==> config.mk <==
export PLATFORM = sky130hd
export DESIGN_NAME = range_filter_flat
export DESIGN_NICKNAME = d
export VERILOG_FILES = /design/src/rtl/range_filter_pkg.sv /design/src/rtl/range_filter_if.sv /design/src/rtl/range_filter_avg4_window.sv /design/src/rtl/range_filter.sv /design/src/flat_wrapper.sv
export SDC_FILE = /design/constraint.sdc
export NUM_CORES = 1
export LEC_CHECK = 0
export CAP_MARGIN = 20
export CORE_UTILIZATION = 55
export CTS_CLUSTER_DIAMETER = 120
export DETAILED_ROUTE_END_ITERATION = 10
export PLACE_DENSITY = 0.8
export SYNTH_ARGS = -nofsm -noshare
export SYNTH_HDL_FRONTEND = slang
export SYNTH_SLANG_ARGS = --single-unit
==> constraint.sdc <==
create_clock -name clk -period 12.1 [get_ports clk]
set_input_delay 1.21 -clock clk [delete_from_list [all_inputs] [get_ports clk]]
set_output_delay 1.21 -clock clk [all_outputs]
set_load 0.01 [all_outputs]
==> src/rtl/range_filter_pkg.sv <==
// Shared types and constants for the ultrasonic range filter: FSM encoding,
// sample clamp limit and averaging window geometry.
package range_filter_pkg;

  typedef enum logic [1:0] {
    IDLE   = 2'd0,
    FIRE   = 2'd1,
    WAIT   = 2'd2,
    UPDATE = 2'd3
  } state_t;

  localparam int          DIST_W    = 12;
  localparam int          SUM_W     = 14;
  localparam int          WIN_DEPTH = 4;
  localparam int          PTR_W     = $clog2(WIN_DEPTH);
  localparam int          FILL_W    = $clog2(WIN_DEPTH + 1);
  localparam logic [DIST_W-1:0] CLAMP_MM = DIST_W'(4000);

  // Out-of-range echoes are pinned to the sensor's usable maximum.
  function automatic logic [DIST_W-1:0] clamp_mm(input logic [DIST_W-1:0] d);
    return (d > CLAMP_MM) ? CLAMP_MM : d;
  endfunction

endpackage

==> src/rtl/range_filter_if.sv <==
// Bundle of control, ranging handshake and result signals of range_filter.
// master drives en/val_in/dist_in/thr_mm; slave is the filter itself.
interface range_filter_if;
  import range_filter_pkg::*;

  logic              en;
  logic              val_in;
  logic [DIST_W-1:0] dist_in;
  logic [DIST_W-1:0] thr_mm;
  logic              start;
  logic [DIST_W-1:0] dist_out;
  logic              dist_vld;
  logic              no_echo;
  logic              near;

  modport master (
    output en, val_in, dist_in, thr_mm,
    input  start, dist_out, dist_vld, no_echo, near
  );

  modport slave (
    input  en, val_in, dist_in, thr_mm,
    output start, dist_out, dist_vld, no_echo, near
  );

endinterface

==> src/rtl/range_filter_avg4_window.sv <==
// Four-entry circular averaging window with running sum and fill count.
// Exposes the post-write average and fullness so the caller can register them.
module avg4_window
  import range_filter_pkg::*;
(
  input  logic              clk,
  input  logic              rst,
  input  logic              wr,
  input  logic              flush,
  input  logic [DIST_W-1:0] sample,
  output logic [DIST_W-1:0] avg_nxt,
  output logic              full_nxt
);

  localparam logic [FILL_W-1:0] FILL_MAX = FILL_W'(WIN_DEPTH);

  logic [DIST_W-1:0] slot [WIN_DEPTH];
  logic [SUM_W-1:0]  sum;
  logic [SUM_W-1:0]  sum_nxt;
  logic [PTR_W-1:0]  wr_ptr;
  logic [FILL_W-1:0] fill;

  // The evicted entry is always part of sum, so this never underflows.
  assign sum_nxt  = sum - {2'b00, slot[wr_ptr]} + {2'b00, sample};
  assign avg_nxt  = sum_nxt[SUM_W-1:2];
  assign full_nxt = (fill >= FILL_MAX - FILL_W'(1));

  // NOTE: the window entries are reset (and flushed) explicitly because the
  // running sum is only consistent with them if both start from zero.
  always_ff @(posedge clk or negedge rst) begin
    if (!rst) begin
      for (int i = 0; i < WIN_DEPTH; i++) slot[i] <= '0;
      sum    <= '0;
      wr_ptr <= '0;
      fill   <= '0;
    end else if (flush) begin
      for (int i = 0; i < WIN_DEPTH; i++) slot[i] <= '0;
      sum    <= '0;
      wr_ptr <= '0;
      fill   <= '0;
    end else if (wr) begin
      slot[wr_ptr] <= sample;
      sum          <= sum_nxt;
      wr_ptr       <= wr_ptr + PTR_W'(1);
      fill         <= (fill == FILL_MAX) ? FILL_MAX : fill + FILL_W'(1);
    end
  end

endmodule

==> src/rtl/range_filter.sv <==
// Periodically triggers an ultrasonic measurement, times out missing echoes,
// and publishes a 4-sample moving average with a proximity flag.
module range_filter
  import range_filter_pkg::*;
#(
  parameter int PERIOD_CYC  = 3_000_000,
  parameter int TIMEOUT_CYC = 2_000_000,
  parameter int MISS_MAX    = 3
) (
  input  logic           clk,
  input  logic           rst,
  range_filter_if.slave  bus
);

  localparam int PW = (PERIOD_CYC  > 1) ? $clog2(PERIOD_CYC)  : 1;
  localparam int TW = (TIMEOUT_CYC > 1) ? $clog2(TIMEOUT_CYC) : 1;
  localparam int MW = (MISS_MAX    > 1) ? $clog2(MISS_MAX)    : 1;

  localparam logic [PW-1:0] P_LAST = PW'(PERIOD_CYC - 1);
  localparam logic [TW-1:0] T_LAST = TW'(TIMEOUT_CYC - 1);
  localparam logic [MW-1:0] M_LAST = MW'(MISS_MAX - 1);

  state_t            state;
  state_t            state_nxt;
  logic [PW-1:0]     pcnt;
  logic [TW-1:0]     tcnt;
  logic [MW-1:0]     mcnt;
  logic              en_q;
  logic [DIST_W-1:0] lat;

  logic              fire;
  logic              timeout;
  logic              upd;
  logic              flush;
  logic [DIST_W-1:0] sample;
  logic [DIST_W-1:0] avg_nxt;
  logic              full_nxt;

  logic [DIST_W-1:0] dist_q;
  logic              vld_q;
  logic              near_q;

  // ---------------------------------------------------------------- FSM
  always_ff @(posedge clk or negedge rst) begin
    if (!rst) state <= IDLE;
    else      state <= state_nxt;
  end

  // A rising en (or the first cycle after reset) fires immediately rather
  // than waiting out a full period.
  always_comb begin
    state_nxt = state;
    case (state)
      IDLE:    if (bus.en && (pcnt == P_LAST || !en_q)) state_nxt = FIRE;
      FIRE:    state_nxt = WAIT;
      WAIT:    if (bus.val_in)          state_nxt = UPDATE;
               else if (tcnt == T_LAST) state_nxt = IDLE;
      UPDATE:  state_nxt = IDLE;
      default: state_nxt = IDLE;
    endcase
  end

  // NOTE: every combinational output gets a default first so no path through
  // the block leaves it unassigned, which would infer a latch.
  always_comb begin
    fire    = 1'b0;
    timeout = 1'b0;
    upd     = 1'b0;
    case (state)
      FIRE:    fire    = 1'b1;
      WAIT:    timeout = !bus.val_in && (tcnt == T_LAST);
      UPDATE:  upd     = 1'b1;
      default: ;
    endcase
  end

  assign flush = timeout && (mcnt == M_LAST);

  // ---------------------------------------------------------- counters
  // NOTE: all sequential state uses non-blocking assignment so every register
  // samples the pre-edge values, independent of statement order.
  always_ff @(posedge clk or negedge rst) begin
    if (!rst) begin
      pcnt <= '0;
      tcnt <= '0;
      mcnt <= '0;
      en_q <= 1'b0;
      lat  <= '0;
    end else begin
      en_q <= bus.en;

      if (state_nxt == FIRE)  pcnt <= '0;
      else if (pcnt != P_LAST) pcnt <= pcnt + PW'(1);

      if (fire)                                  tcnt <= '0;
      else if (state == WAIT && tcnt != T_LAST)  tcnt <= tcnt + TW'(1);

      if (upd)          mcnt <= '0;
      else if (flush)   mcnt <= '0;
      else if (timeout) mcnt <= mcnt + MW'(1);

      if (state == WAIT && bus.val_in) lat <= bus.dist_in;
    end
  end

  // ------------------------------------------------------------ window
  assign sample = clamp_mm(lat);

  avg4_window u_window (
    .clk      (clk),
    .rst      (rst),
    .wr       (upd),
    .flush    (flush),
    .sample   (sample),
    .avg_nxt  (avg_nxt),
    .full_nxt (full_nxt)
  );

  // ------------------------------------------------------------ results
  always_ff @(posedge clk or negedge rst) begin
    if (!rst) begin
      dist_q <= '0;
      vld_q  <= 1'b0;
      near_q <= 1'b0;
    end else begin
      vld_q <= 1'b0;
      if (flush) begin
        dist_q <= '0;
        near_q <= 1'b0;
      end else if (upd && full_nxt) begin
        dist_q <= avg_nxt;
        vld_q  <= 1'b1;
        near_q <= (avg_nxt < bus.thr_mm);
      end
    end
  end

  assign bus.start    = fire;
  assign bus.no_echo  = timeout;
  assign bus.dist_out = dist_q;
  assign bus.dist_vld = vld_q;
  assign bus.near     = near_q;

endmodule

==> src/flat_wrapper.sv <==
// flat-port wrapper written by rule: the top's interface ports become plain ports
module range_filter_flat import range_filter_pkg::*;
#(
  parameter int PERIOD_CYC  = 3_000_000,
  parameter int TIMEOUT_CYC = 2_000_000,
  parameter int MISS_MAX    = 3
)
  (clk, rst, bus_en, bus_val_in, bus_dist_in, bus_thr_mm, bus_start, bus_dist_out, bus_dist_vld, bus_no_echo, bus_near);
  range_filter_if bus_i ();
  input  logic clk;
  input  logic rst;
  input wire logic [$bits(bus_i.en)-1:0] bus_en;
  input wire logic [$bits(bus_i.val_in)-1:0] bus_val_in;
  input wire logic [$bits(bus_i.dist_in)-1:0] bus_dist_in;
  input wire logic [$bits(bus_i.thr_mm)-1:0] bus_thr_mm;
  output wire logic [$bits(bus_i.start)-1:0] bus_start;
  output wire logic [$bits(bus_i.dist_out)-1:0] bus_dist_out;
  output wire logic [$bits(bus_i.dist_vld)-1:0] bus_dist_vld;
  output wire logic [$bits(bus_i.no_echo)-1:0] bus_no_echo;
  output wire logic [$bits(bus_i.near)-1:0] bus_near;
  assign bus_i.en = bus_en;
  assign bus_i.val_in = bus_val_in;
  assign bus_i.dist_in = bus_dist_in;
  assign bus_i.thr_mm = bus_thr_mm;
  assign bus_start = bus_i.start;
  assign bus_dist_out = bus_i.dist_out;
  assign bus_dist_vld = bus_i.dist_vld;
  assign bus_no_echo = bus_i.no_echo;
  assign bus_near = bus_i.near;
  range_filter #(.PERIOD_CYC(PERIOD_CYC), .TIMEOUT_CYC(TIMEOUT_CYC), .MISS_MAX(MISS_MAX)) u_core (.clk(clk), .rst(rst), .bus(bus_i));
endmodule
==> results.py, run 1 <==
metrics = {
    "synth": {
        "synth_area_per_cell_um2": 9.38,
        "synth_simple_gate_area_share": 0.189,
        "synth_warnings": 0,
        "syn-instance-count": 850,
        "ys_async_sr_fraction": 1.00,
        "synth-seq-cells": 141,
        "syn_area_mm2": 0.00797,
        "synth-edff-count": 0,
        "synth_adder_area_share": 0.0835,
        "synth_compound_area_frac": 0.113,
        "yosysUniqueCellTypes": 58,
        "synthesis.nets": 924,
        "synth_top_family_by_area": "simple AND/OR/NAND/NOR gates",
        "synth_ff_type": "dfrtp_1",
        "seq_area_frac_synth": 0.442,
        "yosys-mux-area-fraction": 0.0692,
        "synth-xor-area-share": 0.0417,
    },
    "setup_path": {
        "critPathLaunchType": "flip-flop",
        "reg2reg_depth": 21,
        "worstSetupPathType": "flip-flop to flip-flop",
        "endpoint_kind": "flip-flop",
        "cp_max_fo": 6,
        "arrival_ns": 6.02,
        "worstPathRequired_ns": 12.46,
    },
    "final_layout": {
        "drive_gt1_frac": 0.0755,
        "multi_input_area_mm2": 0.00396,
        "final_cell_mix": "dfrtp_1 (141), nand2_1 (109), inv_1 (83)",
        "fill_cells": 1131,
        "layout_commonest_cell": "dfrtp_1",
        "diodes": 0,
        "final_cells": 1067,
        "seqCellArea_mm2": 0.00353,
        "nNetsFinal": 948,
        "syn_to_final_growth_pct": 14.5,
    },
    "global_routing": {
        "grt_pass1_vias": 5891,
        "grt_max_degree": 79,
        "grt_pass1_wl_mm": 29.2,
        "antenna_found_initial": 0,
        "track_usage": 0.250,
        "overflow": 0,
    },
    "timing": {
        "holdWs_ns": 0.503,
        "finalHoldViolCount": 0,
        "setup_viol": 0,
        "slew_violations": 0,
        "slew_headroom": 0.336,
        "timing.fmax_mhz": 177,
        "period_share": 0.467,
        "finClkSkew_ns": 0.00588,
        "worst_pin_slew_ns": 0.997,
        "setup_tns_ns": 0,
        "period_minus_slack_ns": 5.66,
        "grt_setup_unrepaired": "false",
    },
    "route": {
        "vias": 6208,
        "met2_length_mm": 7.98,
        "top_layer_used": "met4",
        "wl_met1_mm": 7.85,
        "wl_per_cell_um": 16.0,
        "drcViolationCount": 0,
        "totalWireLength_mm": 17.1,
        "drt.antenna.violating_nets": 0,
        "drtIter0Drc": 542,
        "wl_met3_um": 976,
        "firstDrtPassIters": 5,
        "viasPerCell": 5.82,
    },
    "floorplan": {
        "core_region_area_mm2": 0.0140,
        "boundaryPins": 44,
        "fp.dieW_um": 122,
        "fp.dieH_um": 122,
        "std_cell_rows": 43,
        "start_util": 0.570,
        "die_area_mm2": 0.0150,
    },
    "placed_design": {
        "port_buffers": 43,
        "placedCellCount": 1035,
        "place_congestion": 0.818,
        "dp_hpwl_mm": 11.2,
    },
    "clock_network": {
        "clockBufferDepth": 2,
        "cts-hold-fix-buffers": 0,
        "clock-sinks": 141,
        "cts_max_level": 4,
        "clk_latency_ns": 0.43,
        "post_cts.repair.setup_buffers": 0,
        "cts_tree": "done",
        "cts.reportedPaths.clkPinSlew_ns": 0.06,
        "numCtsBuffers": 17,
        "cts_resized": 0,
        "root_buffer": "clkbuf_16",
    },
    "hold_path": {
        "hold_path_class": "flip-flop to flip-flop",
        "min_path_cells": 1,
    },
    "flow_run": {
        "max_cap_violations": 0,
    },
    "status": {
        "status": "completed",
    },
}
[final cells by class]
cell class,instances,share of cell area
clock inverter,9,0.0173
timing repair buffer,47,0.0506
sequential,141,0.386
clock buffer,23,0.0534
multi-input combinational,584,0.434
inverter,83,0.0341
tap,180,0.0247
[critical path, cell delays in order (launching register included)]
cell	delay, ns
dfrtp_1	0.38
or4_1	0.51
o21ai_0	0.16
a21oi_1	0.16
nor2b_1	0.43
inv_1	0.13
fa_1	0.51
inv_1	0.05
ha_1	0.37
a21oi_2	0.20
o211ai_1	0.17
and3_1	0.26
a221o_1	0.42
xnor2_1	0.27
inv_1	0.07
ha_1	0.31
a2111oi_0	0.39
o21ai_0	0.14
a41oi_1	0.20
o31ai_1	0.12
a31oi_1	0.18
o211a_1	0.17
[state kept, by name (all words and copies together) (netlist names)]
name,cells
u_core.u_window.slot,48
u_core.pcnt,22
u_core.tcnt,21
u_core.u_window.sum,14
u_core.bus.dist_out,12
u_core.lat,12
u_core.u_window.fill,3
u_core.mcnt,2
u_core.state,2
u_core.u_window.wr_ptr,2
u_core.bus.dist_vld,1
u_core.bus.near,1
u_core.en_q,1
[synthesized netlist by cell type, types with 2 or more instances]
cell type,n,area share
dfrtp_1,141,0.44
nand2_1,109,0.051
inv_1,83,0.039
nand3_1,66,0.041
a21oi_1,65,0.041
nor2_1,64,0.030
ha_1,34,0.053
clkbuf_1,28,0.013
xnor2_1,21,0.023
and3_1,19,0.015
o21ai_0,19,0.012
o22ai_1,18,0.014
xor2_1,17,0.019
mux2_2,13,0.018
nand4_1,13,0.010
fa_1,12,0.030
mux2i_1,12,0.015
mux4_2,12,0.034
o31ai_1,9,0.0085
buf_1,8,0.0038
nor2b_1,8,0.0063
nand2b_1,7,0.0055
nor4b_1,7,0.0077
and2_1,6,0.0047
a211oi_1,5,0.0047
buf_2,4,0.0025
a21o_1,3,0.0028
nor3_1,3,0.0019
or3_1,3,0.0024
a2111oi_0,2,0.0022
a21boi_0,2,0.0019
a311oi_1,2,0.0022
a31oi_1,2,0.0016
and4_1,2,0.0022
buf_6,2,0.0028
nor3b_1,2,0.0019
o211a_1,2,0.0025
o211ai_1,2,0.0019
o21bai_1,2,0.0019
o2bb2ai_1,2,0.0022
or4_1,2,0.0019
[path summary, 6_finish.rpt]
kind	from	to	slack, ns
max	u_core.lat[0]	u_core.bus.near	6.44
min	u_core.tcnt[18]	u_core.tcnt[18]	0.50
max reg2reg	u_core.lat[0]	u_core.bus.near	6.44
min reg2reg	u_core.tcnt[18]	u_core.tcnt[18]	0.50
max in group asynchronous	rst	u_core.bus.dist_out[0]	9.98
min in group asynchronous	rst	u_core.tcnt[13]	0.81
[logic make-up after synthesis]
| group | Yosys count |
|---|---|
| AND/OR/NAND/NOR | 317 |
| AO/OA/AOI/OAI | 145 |
| flip-flops | 141 |
| buffers and inverters | 125 |
| adder cells (fa/ha/maj) | 46 |
| XOR/XNOR | 38 |
| multiplexers | 38 |
[metrics by stage]
step	cell area, um^2	utilization	worst slack, ns
after global placement	8490	0.607	6.83
after global routing	9130	0.653	6.02
after floorplan	7970	-	7.11
after detailed placement	8490	0.607	6.59
after CTS	9130	0.653	6.52
final	9130	0.653	6.44
[metal layers]
metal  global-route usage  up-vias
met4               0.0968        0
met5                    0        -
met2                0.379      196
li1                     -     2973
met3               0.0437       30
met1                0.358     3009
Power of run 1 is not shown: default switching activity piles up to over one toggle a cycle in this logic, so the estimate is an artifact.
==> inputs of run 2 (changes only) <==
clock period = 5.6 ns   (was 12.1 ns; I/O delays follow)
==> results.py, run 2 (same netlist as run 1, synthesis figures left out) <==
metrics = {
    "route": {
        "vias": 6217,
        "totalWireLength_mm": 17.4,
        "viasPerCell": 5.79,
        "drtIter0Drc": 468,
        "firstDrtPassIters": 5,
        "wl_per_cell_um": 16.2,
        "drcViolationCount": 0,
        "drt.antenna.violating_nets": 0,
    },
    "final_layout": {
        "top_register": "u_core.u_window.slot",
        "top_regs": "u_core.u_window.slot: 48 flops, u_core.pcnt: 22 flops, u_core.tcnt: 21 flops",
        "drive_gt1_frac": 0.0873,
        "syn_to_final_growth_pct": 15.4,
        "final_cell_mix": "dfrtp_1 (141), nand2_1 (109), inv_1 (83)",
        "layout_commonest_cell": "dfrtp_1",
        "diodes": 0,
        "largest_reg_flops": 48,
        "nNetsFinal": 954,
        "postLayoutCoreUtil": 0.658,
    },
    "setup_path": {
        "crit_chain": "or4_1 -> o21ai_0 -> a21oi_1 -> nor2b_1 -> inv_1 -> fa_1 -> inv_1 -> ha_1 -> a21oi_2 -> o211ai_1 -> and3_1 -> a221o_2 -> xnor2_2 -> inv_1 -> ha_1 -> a2111oi_0 -> o21ai_0 -> a41oi_1 -> o31ai_1 -> a31oi_1 -> o211a_1",
        "cp.buffers_inverters": 3,
        "cp_max_fo": 6,
        "max_stage_delay_ns": 0.50,
        "r2r_slack_ns": 0.39,
        "worstSetupPathType": "flip-flop to flip-flop",
        "cpMaxStageDelayCell": "or4_1",
        "path_delay_family": "compound AO/OA/AOI/OAI gates",
        "r2r_end": "u_core.bus.near",
        "reg2reg_depth": 21,
        "worstPathRequired_ns": 5.97,
        "crit_path_frequent_cell": "inv_1",
        "critPathLaunchType": "flip-flop",
        "endpoint_kind": "flip-flop",
        "reg2reg_from": "u_core.lat[0]",
        "arrival_ns": 5.57,
    },
    "floorplan": {
        "core_region_area_mm2": 0.0140,
        "fp.dieH_um": 122,
        "start_util": 0.570,
        "fp.dieW_um": 122,
        "boundaryPins": 44,
        "die_area_mm2": 0.0150,
        "std_cell_rows": 43,
    },
    "status": {
        "status": "completed",
    },
    "clock_network": {
        "clockBufferDepth": 2,
        "clock-sinks": 141,
        "cts_max_level": 4,
        "cts_tree": "done",
        "cts.reportedPaths.clkPinSlew_ns": 0.06,
        "clk_latency_ns": 0.43,
        "root_buffer": "clkbuf_16",
        "cts-hold-fix-buffers": 0,
        "numCtsBuffers": 17,
    },
    "timing": {
        "setup_viol": 0,
        "finalHoldViolCount": 0,
        "timing.fmax_mhz": 192,
        "grt_setup_unrepaired": "false",
        "slew_violations": 0,
        "slew_headroom": 0.294,
        "worst_pin_slew_ns": 1.06,
        "period_minus_slack_ns": 5.21,
        "setup_tns_ns": 0,
        "finClkSkew_ns": 0.00659,
        "period_share": 0.929,
    },
    "global_routing": {
        "grt_pass1_wl_mm": 28.9,
        "overflow": 0,
        "grt_pass1_vias": 5888,
        "grt_max_degree": 108,
        "antenna_found_initial": 0,
        "track_usage": 0.251,
    },
    "placed_design": {
        "port_buffers": 43,
        "dp_hpwl_mm": 11.3,
        "place_congestion": 0.825,
    },
    "flow_run": {
        "max_cap_violations": 0,
    },
    "hold_path": {
        "hold_path_class": "input port to asynchronous set/reset pin",
    },
}
-- run 2: cell count changes in the layout (fill, tap and decap cells not counted), sizes merged --
cell,previous run,this run
bufinv,4,5
buf,5,11
clkinvlp,2,3
clkbuf,23,21
-- run 2: routing by layer --
metal  vias to the layer above  global-route usage  part of all wire
met5                         -                   0                 0
met4                         0              0.0899             0.015
met3                        22              0.0534             0.063
met2                       214               0.381              0.46
met1                      2998               0.355              0.46
li1                       2983                   -                 -
-- run 2: stage by stage --
| step | instance area (um^2) | worst slack, ns | hold slack, ns | cells |
|---|---|---|---|---|
| 3_3_place_gp | 8520 | 0.442 | 0.469 | 1040 |
| 6_report | 9200 | 0.395 | 0.242 | 1073 |
| 2_1_floorplan | 7970 | 0.612 | 0.264 | 850 |
| 4_1_cts | 9180 | 0.250 | 0.303 | 1072 |
| 5_1_grt | 9200 | 0.0332 | 0.343 | 1073 |
| 3_5_place_dp | 8520 | 0.288 | 0.492 | 1040 |
-- run 2: timing repair --
action	4_1_cts	5_1_grt
setup endpoints to repair	0	1
setup buffers	0	1
resized for setup	0	4
-- run 2: final cells by class --
cell class	instances	area, um^2
multi-input combinational	584	3970
tap	180	225
timing repair buffer	53	507
fill	1105	4790
clock buffer	21	470
clock inverter	11	188
sequential	141	3530
inverter	83	312
-- run 2: worst max-delay path by stage --
| stage | endpoint | cells after the start | from |
|---|---|---|---|
| final | u_core.bus.near | 21 | u_core.lat[0] |
| after global routing | u_core.bus.near | 21 | u_core.lat[0] |
| after detailed placement | u_core.bus.near | 21 | u_core.lat[0] |
| after CTS | u_core.bus.near | 21 | u_core.lat[0] |
| after floorplan | u_core.bus.near | 20 | u_core.u_window.wr_ptr[0] |
| after global placement | u_core.bus.near | 21 | u_core.lat[0] |
Power of run 2 is left out for the same reason.
